$ cat config.mk
export PLATFORM = sky130hd
export DESIGN_NAME = afifo_wr_ctrl_flat
export DESIGN_NICKNAME = d
export VERILOG_FILES = /design/src/rtl/afifo_pkg.sv /design/src/rtl/afifo_wr_ctrl_if.sv /design/src/rtl/afifo_sync2.sv /design/src/rtl/afifo_wr_ctrl.sv /design/src/flat_wrapper.sv
export SDC_FILE = /design/constraint.sdc
export NUM_CORES = 1
export LEC_CHECK = 0
export ABC_AREA = 1
export BUFFER_PORTS_ARGS = -buffer_cell sky130_fd_sc_hd__buf_2
export CORE_MARGIN = 4
export CORE_UTILIZATION = 56
export DETAILED_ROUTE_END_ITERATION = 6
export HOLD_SLACK_MARGIN = 0.03
export PLACE_DENSITY_LB_ADDON = 0.3
export SYNTH_ARGS = -nofsm -noshare
export SYNTH_HDL_FRONTEND = slang
export SYNTH_SLANG_ARGS = --single-unit
$ cat constraint.sdc
create_clock -name wclk -period 2.95 [get_ports wclk]
set_input_delay 0.4425 -clock wclk [delete_from_list [all_inputs] [get_ports wclk]]
set_output_delay 0.4425 -clock wclk [all_outputs]
set_load 0.01 [all_outputs]
$ cat src/rtl/afifo_pkg.sv
// Shared package for the asynchronous FIFO (write- and read-domain controllers).
// Holds the default geometry, the pointer type and the Gray-code helpers.
package afifo_pkg;

  localparam int ADDR_WIDTH = 4;
  localparam int DATA_WIDTH = 8;

  typedef logic [ADDR_WIDTH:0] ptr_t;

  // Binary to Gray; callers zero-extend narrower pointers and truncate the result.
  function automatic logic [31:0] bin2gray(input logic [31:0] b);
    return b ^ (b >> 1);
  endfunction

  // Gray to binary; each binary bit is the XOR of all Gray bits at or above it.
  function automatic logic [31:0] gray2bin(input logic [31:0] g);
    logic [31:0] b;
    b[31] = g[31];
    for (int i = 30; i >= 0; i--) begin
      b[i] = b[i+1] ^ g[i];
    end
    return b;
  endfunction

endpackage

$ cat src/rtl/afifo_wr_ctrl_if.sv
// Write-side bundle of the asynchronous FIFO: write request, read pointer from
// the read domain, overflow clear, and the controller's RAM/status outputs.
// The controller uses the slave modport; the write-side producer uses master.
interface afifo_wr_ctrl_if
  import afifo_pkg::*;
#(
  parameter int ADDR_WIDTH = afifo_pkg::ADDR_WIDTH
);

  logic                  winc;
  logic [ADDR_WIDTH:0]   rptr;
  logic                  wovf_clr;
  logic                  wen;
  logic [ADDR_WIDTH-1:0] waddr;
  logic [ADDR_WIDTH:0]   wptr;
  logic                  wfull;
  logic                  walmost_full;
  logic [ADDR_WIDTH:0]   wlevel;
  logic                  woverflow;

  modport master (
    output winc, rptr, wovf_clr,
    input  wen, waddr, wptr, wfull, walmost_full, wlevel, woverflow
  );

  modport slave (
    input  winc, rptr, wovf_clr,
    output wen, waddr, wptr, wfull, walmost_full, wlevel, woverflow
  );

endinterface

$ cat src/rtl/afifo_sync2.sv
// Two-flop synchroniser for Gray-coded pointers crossing clock domains.
// Shared by the write-side (rptr) and read-side (wptr) controllers.
module afifo_sync2 #(
  parameter int WIDTH = 1
) (
  input  logic             clk,
  input  logic             rst_n,
  input  logic [WIDTH-1:0] i_d,
  output logic [WIDTH-1:0] o_q
);

  logic [WIDTH-1:0] r_meta;
  logic [WIDTH-1:0] r_sync;

  // First stage may go metastable; second stage gives it a full cycle to settle.
  always_ff @(posedge clk or negedge rst_n) begin
    if (!rst_n) begin
      r_meta <= '0;
      r_sync <= '0;
    end else begin
      r_meta <= i_d;
      r_sync <= r_meta;
    end
  end

  assign o_q = r_sync;

endmodule

$ cat src/rtl/afifo_wr_ctrl.sv
// Write-domain control of the asynchronous FIFO: binary/Gray write pointer,
// read-pointer synchroniser, RAM write strobe/address, full flag, fill level
// and sticky overflow.
// Optional feature: define AFIFO_ALMOST_FULL_EN to build the almost-full
// threshold compare; otherwise walmost_full is tied low.
module afifo_wr_ctrl
  import afifo_pkg::*;
#(
  parameter int ADDR_WIDTH = afifo_pkg::ADDR_WIDTH,
  parameter int AF_THRESH  = 2**ADDR_WIDTH - 2
) (
  input logic            wclk,
  input logic            wrst_n,
  afifo_wr_ctrl_if.slave wif
);

  localparam int PtrW  = ADDR_WIDTH + 1;
  localparam int Depth = 2**ADDR_WIDTH;

  // A threshold outside 1..Depth would make the almost-full flag meaningless.
  if (AF_THRESH < 1 || AF_THRESH > Depth) begin : g_badThresh
    $error("afifo_wr_ctrl: AF_THRESH out of range");
  end

  logic            r_wrActive;
  logic [PtrW-1:0] r_wbin;
  logic [PtrW-1:0] r_wptr;
  logic            r_wfull;
  logic [PtrW-1:0] r_wlevel;
  logic            r_woverflow;

  logic            w_wen;
  logic [PtrW-1:0] w_wbinNext;
  logic [PtrW-1:0] w_wgrayNext;
  logic [PtrW-1:0] w_wq2Rptr;
  logic [PtrW-1:0] w_wq2RptrBin;
  logic [PtrW-1:0] w_fullCmp;
  logic            w_wfullNext;
  logic [PtrW-1:0] w_wlevelNext;

  // rptr is asynchronous to wclk; this is the only place it is sampled.
  afifo_sync2 #(
    .WIDTH (PtrW)
  ) u_rptrSync (
    .clk   (wclk),
    .rst_n (wrst_n),
    .i_d   (wif.rptr),
    .o_q   (w_wq2Rptr)
  );

  // Goes high on the first edge after reset release; keeps wen low while the
  // block is held in reset even if the write side keeps winc asserted.
  always_ff @(posedge wclk or negedge wrst_n) begin
    if (!wrst_n) begin
      r_wrActive <= 1'b0;
    end else begin
      r_wrActive <= 1'b1;
    end
  end

  // Next-state pointer arithmetic: a write that hits a full FIFO is dropped.
  // Full means the next Gray write pointer equals the synchronised read
  // pointer with its two MSBs inverted (same address, one lap ahead).
  assign w_wen        = wif.winc & ~r_wfull & r_wrActive;
  assign w_wbinNext   = r_wbin + PtrW'(w_wen);
  assign w_wgrayNext  = PtrW'(bin2gray(32'(w_wbinNext)));
  assign w_wq2RptrBin = PtrW'(gray2bin(32'(w_wq2Rptr)));
  assign w_fullCmp    = {~w_wq2Rptr[ADDR_WIDTH:ADDR_WIDTH-1], w_wq2Rptr[ADDR_WIDTH-2:0]};
  assign w_wfullNext  = (w_wgrayNext == w_fullCmp);
  assign w_wlevelNext = w_wbinNext - w_wq2RptrBin;

  // Pointer, full flag and level all update on the same edge as the write.
  always_ff @(posedge wclk or negedge wrst_n) begin
    if (!wrst_n) begin
      r_wbin   <= '0;
      r_wptr   <= '0;
      r_wfull  <= 1'b0;
      r_wlevel <= '0;
    end else begin
      r_wbin   <= w_wbinNext;
      r_wptr   <= w_wgrayNext;
      r_wfull  <= w_wfullNext;
      r_wlevel <= w_wlevelNext;
    end
  end

  // Sticky overflow: a write attempt while full sets it, and a simultaneous
  // clear loses so no overflow event is ever missed by software.
  always_ff @(posedge wclk or negedge wrst_n) begin
    if (!wrst_n) begin
      r_woverflow <= 1'b0;
    end else if (wif.winc & r_wfull) begin
      r_woverflow <= 1'b1;
    end else if (wif.wovf_clr) begin
      r_woverflow <= 1'b0;
    end
  end

`ifdef AFIFO_ALMOST_FULL_EN
  logic r_walmostFull;
  logic w_walmostFullNext;

  assign w_walmostFullNext = (int'(w_wlevelNext) >= AF_THRESH);

  // Almost-full tracks the same next-level value as wlevel, so they agree.
  always_ff @(posedge wclk or negedge wrst_n) begin
    if (!wrst_n) begin
      r_walmostFull <= 1'b0;
    end else begin
      r_walmostFull <= w_walmostFullNext;
    end
  end

  assign wif.walmost_full = r_walmostFull;
`else
  assign wif.walmost_full = 1'b0;
`endif

  assign wif.wen       = w_wen;
  assign wif.waddr     = r_wbin[ADDR_WIDTH-1:0];
  assign wif.wptr      = r_wptr;
  assign wif.wfull     = r_wfull;
  assign wif.wlevel    = r_wlevel;
  assign wif.woverflow = r_woverflow;

endmodule

$ cat src/flat_wrapper.sv
// flat-port wrapper written by rule: the top's interface ports become plain ports
module afifo_wr_ctrl_flat import afifo_pkg::*;
#(
  parameter int ADDR_WIDTH = afifo_pkg::ADDR_WIDTH,
  parameter int AF_THRESH  = 2**ADDR_WIDTH - 2
)
  (wclk, wrst_n, wif_winc, wif_rptr, wif_wovf_clr, wif_wen, wif_waddr, wif_wptr, wif_wfull, wif_walmost_full, wif_wlevel, wif_woverflow);
  afifo_wr_ctrl_if #(.ADDR_WIDTH(ADDR_WIDTH)) wif_i ();
  input logic wclk;
  input logic wrst_n;
  input wire logic [$bits(wif_i.winc)-1:0] wif_winc;
  input wire logic [$bits(wif_i.rptr)-1:0] wif_rptr;
  input wire logic [$bits(wif_i.wovf_clr)-1:0] wif_wovf_clr;
  output wire logic [$bits(wif_i.wen)-1:0] wif_wen;
  output wire logic [$bits(wif_i.waddr)-1:0] wif_waddr;
  output wire logic [$bits(wif_i.wptr)-1:0] wif_wptr;
  output wire logic [$bits(wif_i.wfull)-1:0] wif_wfull;
  output wire logic [$bits(wif_i.walmost_full)-1:0] wif_walmost_full;
  output wire logic [$bits(wif_i.wlevel)-1:0] wif_wlevel;
  output wire logic [$bits(wif_i.woverflow)-1:0] wif_woverflow;
  assign wif_i.winc = wif_winc;
  assign wif_i.rptr = wif_rptr;
  assign wif_i.wovf_clr = wif_wovf_clr;
  assign wif_wen = wif_i.wen;
  assign wif_waddr = wif_i.waddr;
  assign wif_wptr = wif_i.wptr;
  assign wif_wfull = wif_i.wfull;
  assign wif_walmost_full = wif_i.walmost_full;
  assign wif_wlevel = wif_i.wlevel;
  assign wif_woverflow = wif_i.woverflow;
  afifo_wr_ctrl #(.ADDR_WIDTH(ADDR_WIDTH), .AF_THRESH(AF_THRESH)) u_core (.wclk(wclk), .wrst_n(wrst_n), .wif(wif_i));
endmodule
* Word level (Yosys, flattened, before mapping) *
Cells that the tools add are included.

cells by class
  $add $sub $neg = 2
  equal/unequal tests = 1
  mux-type cells = 2
  bitwise operators = 10
  reductions and logical operators = 1

operators by type and width
  operator              number
  adder 5 x 1 -> 5 bit  1
  equality test 5 bit   1
  subtractor 5 bit      1
  XOR 5 x 4 -> 5 bit    1
  XOR 1 bit             4
  bitwise AND 1 bit     3
  two-way mux 1 bit     2
  NOT 2 bit             1
  nonzero test 2 bit    1
  NOT 1 bit             1

word-level totals
  register bits after elaboration = 28
  input bits = 9
  output and inout port bits = 18
  logic and storage cells = 24

* Depth between registers and ports, before layout *
  word-level depth = 6
  mapped depth = 14
  depth with buffers taken out = 14

* Modules after synthesis *
A second synthesis with hierarchy kept.

second synthesis, totals
  cell total of the unflattened synthesis = 125
  area, all modules = 1199.9 um2

modules (own cells, without submodules)
  module         times used  cells an instance  area an instance (um2)  seq. area each (um2)
  afifo_wr_ctrl  1           115                949.7                   425.4
  afifo_sync2    1           10                 250.2                   250.2

* Least setup slack after synthesis *
OpenSTA, ideal clock, no wires.

  path kind = in2reg
  start point = input port wif_winc
  end point = register u_core.r_wlevel[3] (netlist: u_core.wif.wlevel[3])
  setup time = 123 ps
  arrival time = 2042 ps
  data required time = 2827 ps
  setup slack = 785 ps
  cell stages on the path = 11
  path buffers = 0
  cell sequence = nand2_1 nor2_1 ha_1 ha_1 nand2_1 nand2_2 clkinv_2 ha_1 a21oi_1 nand2_1 xor2_1

on the way
  cells in the longest elaborated chain, start to end = 4

ends and longest elaborated chain
  what                             RTL line             RTL
  from (decl)                      flat_wrapper.sv:11   input wire logic [$bits(wif_i.winc)-1:0] wif_winc;
  bitwise AND 1 bit (2 in series)  afifo_wr_ctrl.sv:64  assign w_wen = wif.winc & ~r_wfull & r_wrActive;
  via wif_wen                      flat_wrapper.sv:14   output wire logic [$bits(wif_i.wen)-1:0] wif_wen;
  adder 5 x 1 -> 5 bit             afifo_wr_ctrl.sv:65  assign w_wbinNext = r_wbin + PtrW'(w_wen);
  via u_core.w_wbinNext[2]         afifo_wr_ctrl.sv:33  logic [PtrW-1:0] w_wbinNext;
  subtractor 5 bit                 afifo_wr_ctrl.sv:70  assign w_wlevelNext = w_wbinNext - w_wq2RptrBin;
  via u_core.w_wlevelNext[3]       afifo_wr_ctrl.sv:39  logic [PtrW-1:0] w_wlevelNext;
  to (signal assigned)             afifo_wr_ctrl.sv:83  r_wlevel <= w_wlevelNext;
  to (decl)                        afifo_wr_ctrl.sv:29  logic [PtrW-1:0] r_wlevel;

The timed path passes the listed nets, and every way through them passes these cells.
A chain may end at the register's enable or synchronous reset.

* Worst setup path after layout *
  start point = register u_core.u_rptrSync.r_sync[4] (netlist: u_core.u_rptrSync.o_q[4])
  end point = register u_core.r_wlevel[4] (netlist: u_core.wif.wlevel[4])

on the way
  cells in the longest elaborated chain, start to end = 5

ends and longest elaborated chain
  what                        RTL line             RTL
  from (decl)                 afifo_sync2.sv:13    logic [WIDTH-1:0] r_sync;
  from (signal assigned)      afifo_sync2.sv:22    r_sync <= r_meta;
  XOR 1 bit (4 in series)     afifo_pkg.sv:20      b[i] = b[i+1] ^ g[i];
  subtractor 5 bit *          afifo_wr_ctrl.sv:70
  via u_core.w_wlevelNext[4]  afifo_wr_ctrl.sv:39

Mark *: on every way through the listed nets, which the timed path passes. The rest lies on a longest branch.

==> metrics.md <==
| Metric | Value |
|---|---|
| I/O pin cnt | 27 |
| FF+latch count, synth | 27 |
| Sequential-to-total area share from yosys stat | 56.3% |
| Die Footprint | 2950 um^2 |
| WL final | 2.01 mm |
| Final GP Congestion | 0.874 |
| Arr. time, crit path | 2540 ps |
| Largest net degree at the start of global routing | 28 |
| Worst-Skew Late Latency | 320 ps |
| CTS tree | yes |
| FMAX | 0.439 GHz |
| Via count | 923 |
| Synth cell types | 22 |
| H-tree levels | 1 |
| Layout Area Growth over Synthesis | 15.1% |
| Hold buffer count at CTS | 0 |
| Final Hold Viols | 0 |
| Die Wd | 54.3 um |
| # rows | 16 |
| Clock Skew | 2.14 ps |
| DR pass1 iterations | 5 |
| Setup TNS | 0 ps |
| Ant. Diodes | 0 |
| CTS Buffer Depth | 2 |
| Gr ovfl total | 0 |
| Cell count after synthesis | 125 |
| DR iter-0 viols | 14 |
| Layout cell share with drive strength beyond 1 | 21.6% |
| Vias per inst | 5.13 |
| Placed Instances | 176 |
| Initial Util | 59.9% |
| Top cell type's share of synthesized area | 56.3% |
| Non-filler cells, final | 180 |
| Tot Pwr | 1.35 mW |
| Synth Warn # | 0 |
| Max-cap violations | 0 |
| Height of the die | 54.3 um |
| Status | completed |
| Worst vdd ir | 0.532 mV |
| Sink Count | 27 |
| Actual slew at the worst max-slew pin | 565 ps |
| Leakage | 0.768 nW |
| Final setup fails | 0 |
| Async set or reset register ratio after synthesis | 100% |
| Data required, critical path | 3210 ps |
| Num CTS Buffers | 3 |
| Cts repair resizes | 0 |
| Max transition margin | 62.3% |
| First-pass GRT wire length | 3.46 mm |
| Synth top area cells | dfrtp_1 (56%), nand2_1 (12%), ha_1 (6.3%) |
| Count of input and output buffers | 25 |
| Final #Nets | 170 |
| Overall routing resource usage | 16.1% |
| EDFF count, synth | 0 |
| Synth area leader | dfrtp_1 |
| Post-synthesis area per instance | 9.60 um^2 |
| Final max-slew violation count | 0 |
| Root Buffer | clkbuf_4 |
| Synth Net Count | 141 |
| Startpoint Class | flip-flop |
| # Post-CTS Setup Buffers | 0 |
| Post-route DRC | 0 |
| RSZ-0062 raised after global routing | no |
| Most frequent cell after synthesis | nand2_1 |
| Number of global-route vias before repair | 860 |
| Routed WL per cell | 11.2 um |
| Core ar. | 2000 um^2 |
| Critical path endpoint category | flip-flop |
| Kind of critical path | reg2reg |
| Final cycle utilization of the critical path | 77.2% |
| Hold Crit Class | in2async |
| Total power per unit cell area | 977 nW/um^2 |
| HPWL Detailed | 1.59 mm |
| Minimum clock period | 2280 ps |
| Worst Path Max Fanout | 4 |
| Netlist Area Pre-Place | 1200 um^2 |
| Ys flop type | dfrtp_1 |
| Clock Pin Slew Worst Setup and Hold Paths | 150 ps |
| Initial antenna violation count | 0 |
| Routed Antenna Nets | 0 |
| Post-synth top cells | nand2_1 (39), dfrtp_1 (27), inv_1 (16) |
-- power by group --
group          switching, mW  internal [mW]  leakage, nW
sequential            0.0605          0.484        0.321
clock                  0.111         0.0518       0.0139
combinational          0.392          0.249        0.433
-- placed cells by master, fill, tap and decap left out --
cell and n:
xnor2_1 1, xor2_2 1, or2_1 1, inv_1 16, xnor2_2 1, nand2_1 39
clkinvlp_4 1, conb_1 2, clkinv_2 1, nand3b_1 1, ha_1 6, fa_1 1
buf_2 25, nand3_1 14, o21ai_0 1, dfrtp_1 27, nor2_1 3, a21o_1 1
nand4_1 3, clkbuf_4 3, xor2_1 2, nand2_2 1, a21oi_1 1, a31oi_1 1
-- flip-flops by register name, summed over array words and instances, names as in the netlist --
name	cells
u_core.r_wbin	5
u_core.r_wrActive	1
u_core.wif.woverflow	1
u_core.u_rptrSync.r_meta	5
u_core.u_rptrSync.o_q	5
u_core.wif.wptr	4
u_core.wif.wfull	1
u_core.wif.wlevel	5
-- through the flow --
| stage | hold slack [ps] | cell area (um^2) | setup WS (ps) | util (%) |
|---|---|---|---|---|
| floorplan | 147 | 1200 | 785 | - |
| global placement | 333 | 1350 | 764 | 67.5 |
| detailed placement | 337 | 1350 | 678 | 67.5 |
| CTS | 109 | 1380 | 657 | 69.0 |
| global route | 120 | 1380 | 448 | 69.0 |
| finish | 87.3 | 1380 | 671 | 69.0 |
-- cell families after synthesis --
kind of cell | synth area share (%)
compound gates | 1.98
fa+ha+maj | 7.92
xor+xnor | 4.90
other cells | 0.626
flops | 56.3
buf+inv | 6.05
simple gates | 22.2
-- layout make-up --
| type | instances | area (um^2) |
|---|---|---|
| repair buffers | 25 | 125 |
| clock inverters | 1 | 7.51 |
| flip-flops and latches | 27 | 676 |
| fillers | 163 | 621 |
| inverters | 17 | 65.1 |
| clock buffers | 3 | 22.5 |
| well taps | 27 | 33.8 |
| multi-input cells | 80 | 452 |
-- final timing paths --
path | cells after the start | to | slack [ps] | startpoint
max | 11 | u_core.wif.wlevel[4] | 670 | u_core.u_rptrSync.o_q[4]
min | 1 | u_core.r_wbin[4] | 90 | wrst_n
max reg2reg | 11 | u_core.wif.wlevel[4] | 670 | u_core.u_rptrSync.o_q[4]
min reg2reg | 0 | u_core.u_rptrSync.o_q[1] | 370 | u_core.u_rptrSync.r_meta[1]
max in group asynchronous | 1 | u_core.u_rptrSync.r_meta[1] | 2500 | wrst_n
min in group wclk | 1 | u_core.u_rptrSync.r_meta[3] | 210 | wif_rptr[3]
-- critical path: stages (launching register included) --
cell	delay [ps]
dfrtp_1	450
xnor2_2	300
xor2_2	230
nand2_1	110
nand3_1	80
nand2_1	50
inv_1	50
ha_1	130
inv_1	60
fa_1	390
a31oi_1	240
xnor2_1	140
-- layer usage --
metal	up-vias	part of all wire (%)	global-route usage (%)
met3	2	7.0	3.54
met5	-	0	0
met4	0	0.65	3.73
li1	443	-	-
met2	38	50	28.5
met1	440	42	20.1
Power figures use the tool's default switching activity.
